### config.mk
export PLATFORM = sky130hd
export DESIGN_NAME = ps2_scancode_rx_flat
export DESIGN_NICKNAME = d
export VERILOG_FILES = /design/src/rtl/ps2_scancode_rx_if.sv /design/src/rtl/ps2_scancode_rx.sv /design/src/flat_wrapper.sv
export SDC_FILE = /design/constraint.sdc
export NUM_CORES = 1
export LEC_CHECK = 0
export BUFFER_PORTS_ARGS = -buffer_cell sky130_fd_sc_hd__buf_2
export CAP_MARGIN = 20
export CELL_PAD_IN_SITES_DETAIL_PLACEMENT = 1
export CELL_PAD_IN_SITES_GLOBAL_PLACEMENT = 1
export CORE_UTILIZATION = 48
export DETAILED_ROUTE_END_ITERATION = 8
export GPL_ROUTABILITY_DRIVEN = 0
export GPL_TIMING_DRIVEN = 1
export PLACE_DENSITY_LB_ADDON = 0.1
export SYNTH_ARGS = -nofsm -noshare
export SYNTH_HDL_FRONTEND = slang
export SYNTH_SLANG_ARGS = --single-unit
### constraint.sdc
create_clock -name clk_sys -period 2.7 [get_ports clk_sys]
set_input_delay 0.405 -clock clk_sys [delete_from_list [all_inputs] [get_ports clk_sys]]
set_output_delay 0.405 -clock clk_sys [all_outputs]
set_load 0.1 [all_outputs]
### src/rtl/ps2_scancode_rx_if.sv
//------------------------------------------------------------------------------
// Module      : ps2_scancode_rx_if
// Description : Key-event bundle from the PS/2 scan-code receiver to the
//               keyboard matrix block.
// Revision    : 1.0 - initial release
//------------------------------------------------------------------------------
`default_nettype none

interface ps2_scancode_rx_if;
  logic       key_strobe;
  logic       key_pressed;
  logic       key_extended;
  logic [7:0] key_code;
  logic       frame_err;

  modport master (
    output key_strobe,
    output key_pressed,
    output key_extended,
    output key_code,
    output frame_err
  );

  modport slave (
    input key_strobe,
    input key_pressed,
    input key_extended,
    input key_code,
    input frame_err
  );
endinterface

`default_nettype wire

### src/rtl/ps2_scancode_rx.sv
//------------------------------------------------------------------------------
// Module      : ps2_scancode_rx
// Description : PS/2 keyboard receiver. Synchronises and glitch-filters the
//               raw clock/data pair, deserialises 11-bit frames, checks odd
//               parity / stop bit / stalled frames, and folds Set-2 prefix
//               bytes (E0, F0, E1) into single key events.
// Revision    : 1.0 - initial release
//------------------------------------------------------------------------------
`default_nettype none

module ps2_scancode_rx #(
  parameter int FILTER_LEN = 4,
  parameter int TIMEOUT    = 48000
) (
  input  wire logic           clk_sys,
  input  wire logic           reset_n,
  input  wire logic           ps2_clk,
  input  wire logic           ps2_data,
  ps2_scancode_rx_if.master   key_if
);

  localparam int c_FCNT_W = $clog2(FILTER_LEN + 1);
  localparam int c_TCNT_W = $clog2(TIMEOUT + 1);

  typedef enum logic [1:0] {
    ST_IDLE   = 2'd0,
    ST_DATA   = 2'd1,
    ST_PARITY = 2'd2,
    ST_STOP   = 2'd3
  } state_t;

  // Synchroniser and filter state
  logic                r_clk_s1, r_clk_s2;
  logic                r_dat_s1, r_dat_s2;
  logic                r_clk_filt;
  logic [c_FCNT_W-1:0] r_filt_cnt;
  logic                w_filt_flip;
  logic                w_fall_evt;

  // Frame and byte-handler state
  state_t              r_state,    w_state_nxt;
  logic [2:0]          r_bit_cnt,  w_bit_cnt_nxt;
  logic [7:0]          r_shift,    w_shift_nxt;
  logic                r_par_bit,  w_par_bit_nxt;
  logic [c_TCNT_W-1:0] r_to_cnt,   w_to_cnt_nxt;
  logic                r_ext,      w_ext_nxt;
  logic                r_brk,      w_brk_nxt;
  logic [2:0]          r_skip,     w_skip_nxt;
  logic                r_strobe,   w_strobe_nxt;
  logic                r_pressed,  w_pressed_nxt;
  logic                r_extended, w_extended_nxt;
  logic [7:0]          r_code,     w_code_nxt;
  logic                r_err,      w_err_nxt;
  logic                w_timeout;
  logic                w_frame_ok;

  // Two-flop synchronisers; idle PS/2 lines are high, so reset to 1
  always_ff @(posedge clk_sys or negedge reset_n) begin
    if (!reset_n) begin
      r_clk_s1 <= 1'b1;
      r_clk_s2 <= 1'b1;
      r_dat_s1 <= 1'b1;
      r_dat_s2 <= 1'b1;
    end else begin
      r_clk_s1 <= ps2_clk;
      r_clk_s2 <= r_clk_s1;
      r_dat_s1 <= ps2_data;
      r_dat_s2 <= r_dat_s1;
    end
  end

  // The filtered clock flips on the FILTER_LEN-th consecutive differing sample
  assign w_filt_flip = (r_clk_s2 != r_clk_filt) &&
                       (r_filt_cnt == c_FCNT_W'(FILTER_LEN - 1));
  assign w_fall_evt  = w_filt_flip && r_clk_filt;

  // Glitch filter: count disagreeing samples, clear on any agreeing one
  always_ff @(posedge clk_sys or negedge reset_n) begin
    if (!reset_n) begin
      r_clk_filt <= 1'b1;
      r_filt_cnt <= '0;
    end else if (r_clk_s2 == r_clk_filt) begin
      r_filt_cnt <= '0;
    end else if (w_filt_flip) begin
      r_clk_filt <= ~r_clk_filt;
      r_filt_cnt <= '0;
    end else begin
      r_filt_cnt <= r_filt_cnt + c_FCNT_W'(1);
    end
  end

  assign w_timeout  = (r_to_cnt == c_TCNT_W'(TIMEOUT));
  // Odd parity over data + parity bit, and a high stop bit
  assign w_frame_ok = r_dat_s2 && (^{r_shift, r_par_bit});

  // Next-state: frame FSM, stall timeout and prefix-collapsing byte handler
  always_comb begin
    w_state_nxt    = r_state;
    w_bit_cnt_nxt  = r_bit_cnt;
    w_shift_nxt    = r_shift;
    w_par_bit_nxt  = r_par_bit;
    w_ext_nxt      = r_ext;
    w_brk_nxt      = r_brk;
    w_skip_nxt     = r_skip;
    w_pressed_nxt  = r_pressed;
    w_extended_nxt = r_extended;
    w_code_nxt     = r_code;
    w_strobe_nxt   = 1'b0;
    w_err_nxt      = 1'b0;
    w_to_cnt_nxt   = (r_state == ST_IDLE || w_fall_evt) ? '0
                                                        : r_to_cnt + c_TCNT_W'(1);

    case (r_state)
      ST_IDLE: begin
        if (w_fall_evt && !r_dat_s2) begin
          w_state_nxt   = ST_DATA;
          w_bit_cnt_nxt = 3'd0;
        end
      end
      ST_DATA: begin
        if (w_fall_evt) begin
          w_shift_nxt = {r_dat_s2, r_shift[7:1]};
          if (r_bit_cnt == 3'd7) begin
            w_state_nxt = ST_PARITY;
          end else begin
            w_bit_cnt_nxt = r_bit_cnt + 3'd1;
          end
        end
      end
      ST_PARITY: begin
        if (w_fall_evt) begin
          w_par_bit_nxt = r_dat_s2;
          w_state_nxt   = ST_STOP;
        end
      end
      ST_STOP: begin
        if (w_fall_evt) begin
          w_state_nxt = ST_IDLE;
          if (!w_frame_ok) begin
            w_err_nxt  = 1'b1;
            w_ext_nxt  = 1'b0;
            w_brk_nxt  = 1'b0;
            w_skip_nxt = 3'd0;
          end else if (r_skip != 3'd0) begin
            // Remainder of the Pause sequence is swallowed
            w_skip_nxt = r_skip - 3'd1;
          end else begin
            case (r_shift)
              8'hE1: w_skip_nxt = 3'd7;
              8'hE0: w_ext_nxt  = 1'b1;
              8'hF0: w_brk_nxt  = 1'b1;
              8'h00, 8'hAA, 8'hEE, 8'hFA, 8'hFC, 8'hFE, 8'hFF: begin
                w_ext_nxt = 1'b0;
                w_brk_nxt = 1'b0;
              end
              default: begin
                w_strobe_nxt   = 1'b1;
                w_code_nxt     = r_shift;
                w_pressed_nxt  = ~r_brk;
                w_extended_nxt = r_ext;
                w_ext_nxt      = 1'b0;
                w_brk_nxt      = 1'b0;
              end
            endcase
          end
        end
      end
      default: w_state_nxt = ST_IDLE;
    endcase

    // Stalled frame: a clock fall in the same cycle takes precedence
    if (r_state != ST_IDLE && w_timeout && !w_fall_evt) begin
      w_state_nxt  = ST_IDLE;
      w_err_nxt    = 1'b1;
      w_ext_nxt    = 1'b0;
      w_brk_nxt    = 1'b0;
      w_skip_nxt   = 3'd0;
      w_to_cnt_nxt = '0;
    end
  end

  // State register for the frame FSM, byte handler and registered outputs
  always_ff @(posedge clk_sys or negedge reset_n) begin
    if (!reset_n) begin
      r_state    <= ST_IDLE;
      r_bit_cnt  <= 3'd0;
      r_shift    <= 8'h00;
      r_par_bit  <= 1'b0;
      r_to_cnt   <= '0;
      r_ext      <= 1'b0;
      r_brk      <= 1'b0;
      r_skip     <= 3'd0;
      r_strobe   <= 1'b0;
      r_pressed  <= 1'b0;
      r_extended <= 1'b0;
      r_code     <= 8'h00;
      r_err      <= 1'b0;
    end else begin
      r_state    <= w_state_nxt;
      r_bit_cnt  <= w_bit_cnt_nxt;
      r_shift    <= w_shift_nxt;
      r_par_bit  <= w_par_bit_nxt;
      r_to_cnt   <= w_to_cnt_nxt;
      r_ext      <= w_ext_nxt;
      r_brk      <= w_brk_nxt;
      r_skip     <= w_skip_nxt;
      r_strobe   <= w_strobe_nxt;
      r_pressed  <= w_pressed_nxt;
      r_extended <= w_extended_nxt;
      r_code     <= w_code_nxt;
      r_err      <= w_err_nxt;
    end
  end

  assign key_if.key_strobe   = r_strobe;
  assign key_if.key_pressed  = r_pressed;
  assign key_if.key_extended = r_extended;
  assign key_if.key_code     = r_code;
  assign key_if.frame_err    = r_err;

endmodule

`default_nettype wire

### src/flat_wrapper.sv
// flat-port wrapper written by rule: the top's interface ports become plain ports
module ps2_scancode_rx_flat 
#(
  parameter int FILTER_LEN = 4,
  parameter int TIMEOUT    = 48000
)
  (clk_sys, reset_n, ps2_clk, ps2_data, key_if_key_strobe, key_if_key_pressed, key_if_key_extended, key_if_key_code, key_if_frame_err);
  ps2_scancode_rx_if key_if_i ();
  input  wire logic clk_sys;
  input  wire logic reset_n;
  input  wire logic ps2_clk;
  input  wire logic ps2_data;
  output wire logic [$bits(key_if_i.key_strobe)-1:0] key_if_key_strobe;
  output wire logic [$bits(key_if_i.key_pressed)-1:0] key_if_key_pressed;
  output wire logic [$bits(key_if_i.key_extended)-1:0] key_if_key_extended;
  output wire logic [$bits(key_if_i.key_code)-1:0] key_if_key_code;
  output wire logic [$bits(key_if_i.frame_err)-1:0] key_if_frame_err;
  assign key_if_key_strobe = key_if_i.key_strobe;
  assign key_if_key_pressed = key_if_i.key_pressed;
  assign key_if_key_extended = key_if_i.key_extended;
  assign key_if_key_code = key_if_i.key_code;
  assign key_if_frame_err = key_if_i.frame_err;
  ps2_scancode_rx #(.FILTER_LEN(FILTER_LEN), .TIMEOUT(TIMEOUT)) u_core (.clk_sys(clk_sys), .reset_n(reset_n), .ps2_clk(ps2_clk), .ps2_data(ps2_data), .key_if(key_if_i));
endmodule
==> flow_summary.html <==
<table>
<tr><th>Metric</th><th>Value</th></tr>
<tr><th colspan="2">Timing</th></tr>
<tr><td>Max Clock Skew</td><td>0.00932 ns</td></tr>
<tr><td># setup viols final</td><td>0</td></tr>
<tr><td>Hold violation total from the final report</td><td>0</td></tr>
<tr><td>Final period utilization</td><td>79.3%</td></tr>
<tr><td>Sum Neg Setup Slack</td><td>0 ns</td></tr>
<tr><td>Post-layout minimum cycle time</td><td>approximately 2.1 ns</td></tr>
<tr><td>Fmax</td><td>467 MHz</td></tr>
<tr><td>Max_slew headroom</td><td>59.7%</td></tr>
<tr><td>Crit path setup slack, layout</td><td>0.558 ns</td></tr>
<tr><td>Unrepaired setup endpoints after global routing</td><td>false</td></tr>
<tr><td>Slew of the pin with the lowest slew margin</td><td>0.600 ns</td></tr>
<tr><td>Max Transition Viols Final</td><td>0</td></tr>
<tr><th colspan="2">Outcome</th></tr>
<tr><td>Run status</td><td>finished clean</td></tr>
<tr><th colspan="2">Yosys</th></tr>
<tr><td>Sequential share of the synthesized area</td><td>50.0%</td></tr>
<tr><td>Gate Count Post-Synth</td><td>254</td></tr>
<tr><td>Synth Register Bits</td><td>55</td></tr>
<tr><td>Top FF cell, synth</td><td>sky130_fd_sc_hd__dfrtp_1</td></tr>
<tr><td>Average footprint of a synthesized cell</td><td>10.9 sq um</td></tr>
<tr><td>Post-synth net total</td><td>270</td></tr>
<tr><td>Number of flops mapped to enable cells by yosys</td><td>0</td></tr>
<tr><td>Distinct cell type count after synthesis</td><td>48</td></tr>
<tr><td>Synth Cell Area</td><td>between 0.002 and 0.003 sq mm</td></tr>
<tr><td>Warning count from the yosys run</td><td>0</td></tr>
<tr><td>Synth async-reset ratio</td><td>100%</td></tr>
<tr><th colspan="2">Cells and area</th></tr>
<tr><td>Multi-input gate area</td><td>about 0.0013 sq mm</td></tr>
<tr><td>Final instance count without filler cells</td><td>344</td></tr>
<tr><td>Net count, final</td><td>287</td></tr>
<tr><td>FF+latch area</td><td>approximately 0.0014 sq mm</td></tr>
<tr><td>Fill count</td><td>a little under 600</td></tr>
<tr><td>Diodes inserted</td><td>0</td></tr>
<tr><td>Share of post-route cells with drive strength above 1</td><td>16.9%</td></tr>
<tr><td>Area Growth Syn to Fin</td><td>9.14%</td></tr>
<tr><th colspan="2">Floorplan</th></tr>
<tr><td>DIE WIDTH</td><td>a little under 80 um</td></tr>
<tr><td>Floorplan core area</td><td>0.00554 sq mm</td></tr>
<tr><td>Vert. Die Dim</td><td>77.9 um</td></tr>
<tr><td>Effective utilization at floorplan</td><td>49.9%</td></tr>
<tr><td>Site row count</td><td>27</td></tr>
<tr><td>Die Outline Area</td><td>0.00607 sq mm</td></tr>
<tr><td>Number of primary I/O pins</td><td>16</td></tr>
<tr><th colspan="2">Power</th></tr>
<tr><td>Proportion of power drawn by flip-flops and latches</td><td>around half</td></tr>
<tr><td>Net switching power figure</td><td>0.000599 W</td></tr>
<tr><td>Lkg Pwr</td><td>1.45 nW</td></tr>
<tr><td>Combinational share of power</td><td>23.0%</td></tr>
<tr><td>Power per cell area</td><td>642 mW/mm^2</td></tr>
<tr><td>Internal power summed over all cells</td><td>0.00134 W</td></tr>
<tr><td>Share of total power in the clock network</td><td>between 20% and 30%</td></tr>
<tr><td>Maximum vdd drop</td><td>396 uV</td></tr>
<tr><td>Share of total power consumed by net switching</td><td>30.9%</td></tr>
<tr><th colspan="2">Route</th></tr>
<tr><td>Routed Antenna Nets</td><td>0</td></tr>
<tr><td>Remaining routing DRC violations</td><td>0</td></tr>
<tr><td>Routed wirelength normalized by instance count</td><td>15.7 um</td></tr>
<tr><td>Via count</td><td>1928</td></tr>
<tr><td>Total wirelength of the detailed-routed design</td><td>5.41 mm</td></tr>
<tr><td>Via density</td><td>5.60</td></tr>
<tr><td>First-pass iteration count of the detailed router</td><td>4</td></tr>
<tr><td>DR iter-0 viols</td><td>73</td></tr>
<tr><th colspan="2">Place</th></tr>
<tr><td>Pre-CTS setup slack</td><td>between 0.5 and 0.6 ns</td></tr>
<tr><td>Port-buffer cells</td><td>15</td></tr>
<tr><td>Half-perimeter wire length after placement</td><td>3.88 mm</td></tr>
<tr><td>Post-Place Cells</td><td>roughly 340</td></tr>
<tr><th colspan="2">Global route</th></tr>
<tr><td>Number of antenna violations at the first check in global routing</td><td>0</td></tr>
<tr><td>Largest net degree at the start of global routing</td><td>37</td></tr>
<tr><td>Grt total ovfl</td><td>0</td></tr>
<tr><td>Number of global-route vias before repair</td><td>approximately 2000</td></tr>
<tr><td>Total track usage</td><td>20.2%</td></tr>
<tr><td>First-pass GRT wire length</td><td>9.64 mm</td></tr>
<tr><th colspan="2">CTS</th></tr>
<tr><td>CTS root buffer</td><td>sky130_fd_sc_hd__clkbuf_8</td></tr>
<tr><td>Worst skew pair latency</td><td>0.30 ns</td></tr>
<tr><td>CTS Buffer Depth</td><td>2</td></tr>
<tr><td>CTS tree</td><td>yes</td></tr>
<tr><td>Cts-stage hold buffer count</td><td>0</td></tr>
<tr><td>CTS clock-pin slew for the worst setup and hold paths</td><td>0.10 ns</td></tr>
<tr><td>Postcts setup bufs</td><td>0</td></tr>
<tr><td>Total CTS buffers</td><td>5</td></tr>
<tr><td>Maximum level of the CTS H-tree</td><td>2</td></tr>
<tr><td>Number of sinks driven by the clock tree</td><td>55</td></tr>
<tr><td>Number of gates resized after CTS</td><td>0</td></tr>
<tr><th colspan="2">Critical path</th></tr>
<tr><td>Worst Path Max Fanout</td><td>11</td></tr>
<tr><td>Arr. time, crit path</td><td>2.33 ns</td></tr>
<tr><td>Worst Setup Path Type</td><td>reg -&gt; reg</td></tr>
<tr><td>Setup crit end kind</td><td>flop</td></tr>
<tr><td>Critical Path Start Type</td><td>flop</td></tr>
<tr><td>Required time at the endpoint of the critical path</td><td>around 2.9 ns</td></tr>
<tr><td>Register-to-register setup slack</td><td>0.56 ns</td></tr>
<tr><th colspan="2">Min path</th></tr>
<tr><td>HP Class</td><td>in -&gt; async</td></tr>
<tr><th colspan="2">Flow run</th></tr>
<tr><td>Max Cap Viol</td><td>0</td></tr>
</table>
## worst max-delay path, cell delays in order (launching register included)
cell,delay [ns]
sky130_fd_sc_hd__dfrtp_1,0.52
sky130_fd_sc_hd__xnor2_2,0.24
sky130_fd_sc_hd__xnor3_1,0.36
sky130_fd_sc_hd__mux2i_2,0.26
sky130_fd_sc_hd__nand4_4,0.27
sky130_fd_sc_hd__mux2_1,0.38
## kinds of logic (layout without fill, tap and decap cells)
kind of cell             Yosys count  in the layout  share of synthesized area [%]
flip-flops                        55             55                           50.0
AO/OA/AOI/OAI                     36             36                           8.01
XOR/XNOR                          17             17                           6.65
multiplexers                      21             21                           8.55
adder cells (fa/ha/maj)           12             12                           5.43
buffers and inverters             21             39                           3.03
AND/OR/NAND/NOR                   92             92                           18.3
## synthesized netlist by cell type (2+ instances only)
cell	count	share of area (%)
sky130_fd_sc_hd__dfrtp_1	50	45
sky130_fd_sc_hd__nand2_1	21	2.9
sky130_fd_sc_hd__nor2_1	16	2.2
sky130_fd_sc_hd__o21ai_0	15	2.7
sky130_fd_sc_hd__inv_1	13	1.8
sky130_fd_sc_hd__ha_1	12	5.4
sky130_fd_sc_hd__mux2_2	12	4.9
sky130_fd_sc_hd__nand3_1	11	2.0
sky130_fd_sc_hd__a21oi_1	7	1.3
sky130_fd_sc_hd__nor3_1	7	1.3
sky130_fd_sc_hd__xnor2_1	7	2.2
sky130_fd_sc_hd__xor2_1	7	2.2
sky130_fd_sc_hd__mux2_1	6	2.4
sky130_fd_sc_hd__dfstp_2	5	4.8
sky130_fd_sc_hd__nand4_1	5	1.1
sky130_fd_sc_hd__buf_2	4	0.72
sky130_fd_sc_hd__clkbuf_1	4	0.54
sky130_fd_sc_hd__nand2b_1	4	0.90
sky130_fd_sc_hd__nor2b_1	4	0.90
sky130_fd_sc_hd__nor4_1	4	0.90
sky130_fd_sc_hd__a31oi_1	3	0.68
sky130_fd_sc_hd__and4_1	3	0.95
sky130_fd_sc_hd__or3_1	3	0.68
sky130_fd_sc_hd__a32oi_1	2	0.63
sky130_fd_sc_hd__and3_1	2	0.45
sky130_fd_sc_hd__mux2i_1	2	0.72
sky130_fd_sc_hd__nand3b_1	2	0.54
sky130_fd_sc_hd__nor3b_1	2	0.54
sky130_fd_sc_hd__xnor3_1	2	1.6
## sequential cells by signal, indices dropped and copies added (netlist names), 2 cells and up
register                flops
u_core.r_shift              8
u_core.r_to_cnt            16
u_core.r_filt_cnt           3
u_core.r_state              2
u_core.r_bit_cnt            3
u_core.key_if.key_code      8
u_core.r_skip               3
## routing by layer
layer / wire (um) / track usage, % / part of all wire (%) / up-vias
li1: - / - / - / 931
met1: 2620 / 26.8 / 48 / 972
met2: 2600 / 33.4 / 48 / 18
met3: 121 / 3.88 / 2.2 / 7
met4: 67 / 6.48 / 1.2 / 0
met5: 0 / 0 / 0 / -
## power by group through the flow
stage,registers [W],logic (W),clock network [W]
6_report,0.00100,0.000446,0.000488
5_1_grt,0.00102,0.000521,0.000540
4_1_cts,0.00100,0.000457,0.000513
3_5_place_dp,0.00102,0.000454,0
3_3_place_gp,0.00101,0.000436,0
2_1_floorplan,0.000994,0.000345,0
## area by class of cell
cell class,count,share of cell area (%)
inverter,13,1.62
timing repair buffer,18,3.23
multi-input combinational,178,43.0
sequential,55,45.8
tap,72,2.99
clock buffer,8,3.32
## cells in the final DEF (no fill, tap or decap), types with 2 or more instances in the layout
cell type                  netlist  routed
sky130_fd_sc_hd__a21oi_1         7       7
sky130_fd_sc_hd__a31oi_1         3       3
sky130_fd_sc_hd__a32oi_1         2       2
sky130_fd_sc_hd__and3_1          2       2
sky130_fd_sc_hd__and4_1          3       3
sky130_fd_sc_hd__buf_2           4      15
sky130_fd_sc_hd__buf_4           0       3
sky130_fd_sc_hd__clkbuf_8        0       7
sky130_fd_sc_hd__dfrtp_1        50      50
sky130_fd_sc_hd__dfstp_2         5       5
sky130_fd_sc_hd__ha_1           12      12
sky130_fd_sc_hd__inv_1          13      13
sky130_fd_sc_hd__mux2_1          6       6
sky130_fd_sc_hd__mux2_2         12      12
sky130_fd_sc_hd__mux2i_1         2       2
sky130_fd_sc_hd__nand2_1        21      21
sky130_fd_sc_hd__nand2b_1        4       4
sky130_fd_sc_hd__nand3_1        11      11
sky130_fd_sc_hd__nand3b_1        2       2
sky130_fd_sc_hd__nand4_1         5       5
sky130_fd_sc_hd__nor2_1         16      16
sky130_fd_sc_hd__nor2b_1         4       4
sky130_fd_sc_hd__nor3_1          7       7
sky130_fd_sc_hd__nor3b_1         2       2
sky130_fd_sc_hd__nor4_1          4       4
sky130_fd_sc_hd__o21ai_0        15      15
sky130_fd_sc_hd__or3_1           3       3
sky130_fd_sc_hd__xnor2_1         7       7
sky130_fd_sc_hd__xnor3_1         2       2
sky130_fd_sc_hd__xor2_1          7       7
## stage by stage
stage | hold slack, ns | power, W | utilization (%) | area (sq um)
floorplan | 0.109 | 0.00134 | - | 2770
detailed placement | 0.347 | 0.00147 | 52.7 | 2920
global route | 0.0514 | 0.00208 | 54.5 | 3020
finish | 0.0270 | 0.00194 | 54.5 | 3020
global placement | 0.345 | 0.00145 | 52.7 | 2920
CTS | 0.0348 | 0.00197 | 54.5 | 3020
## worst paths after layout
kind,startpoint,endpoint,depth (start not counted)
worst max-delay path,u_core.r_shift[4],u_core.key_if.key_code[5],5
min in group clk_sys,ps2_clk,u_core.r_clk_s1,1
worst max register to register,u_core.r_shift[4],u_core.key_if.key_code[5],5
worst min-delay path,reset_n,u_core.key_if.key_strobe,1
worst min register to register,u_core.r_clk_s1,u_core.r_clk_s2,0
max in group asynchronous,reset_n,u_core.r_dat_s1,2
(Power assumes the default switching activity.)
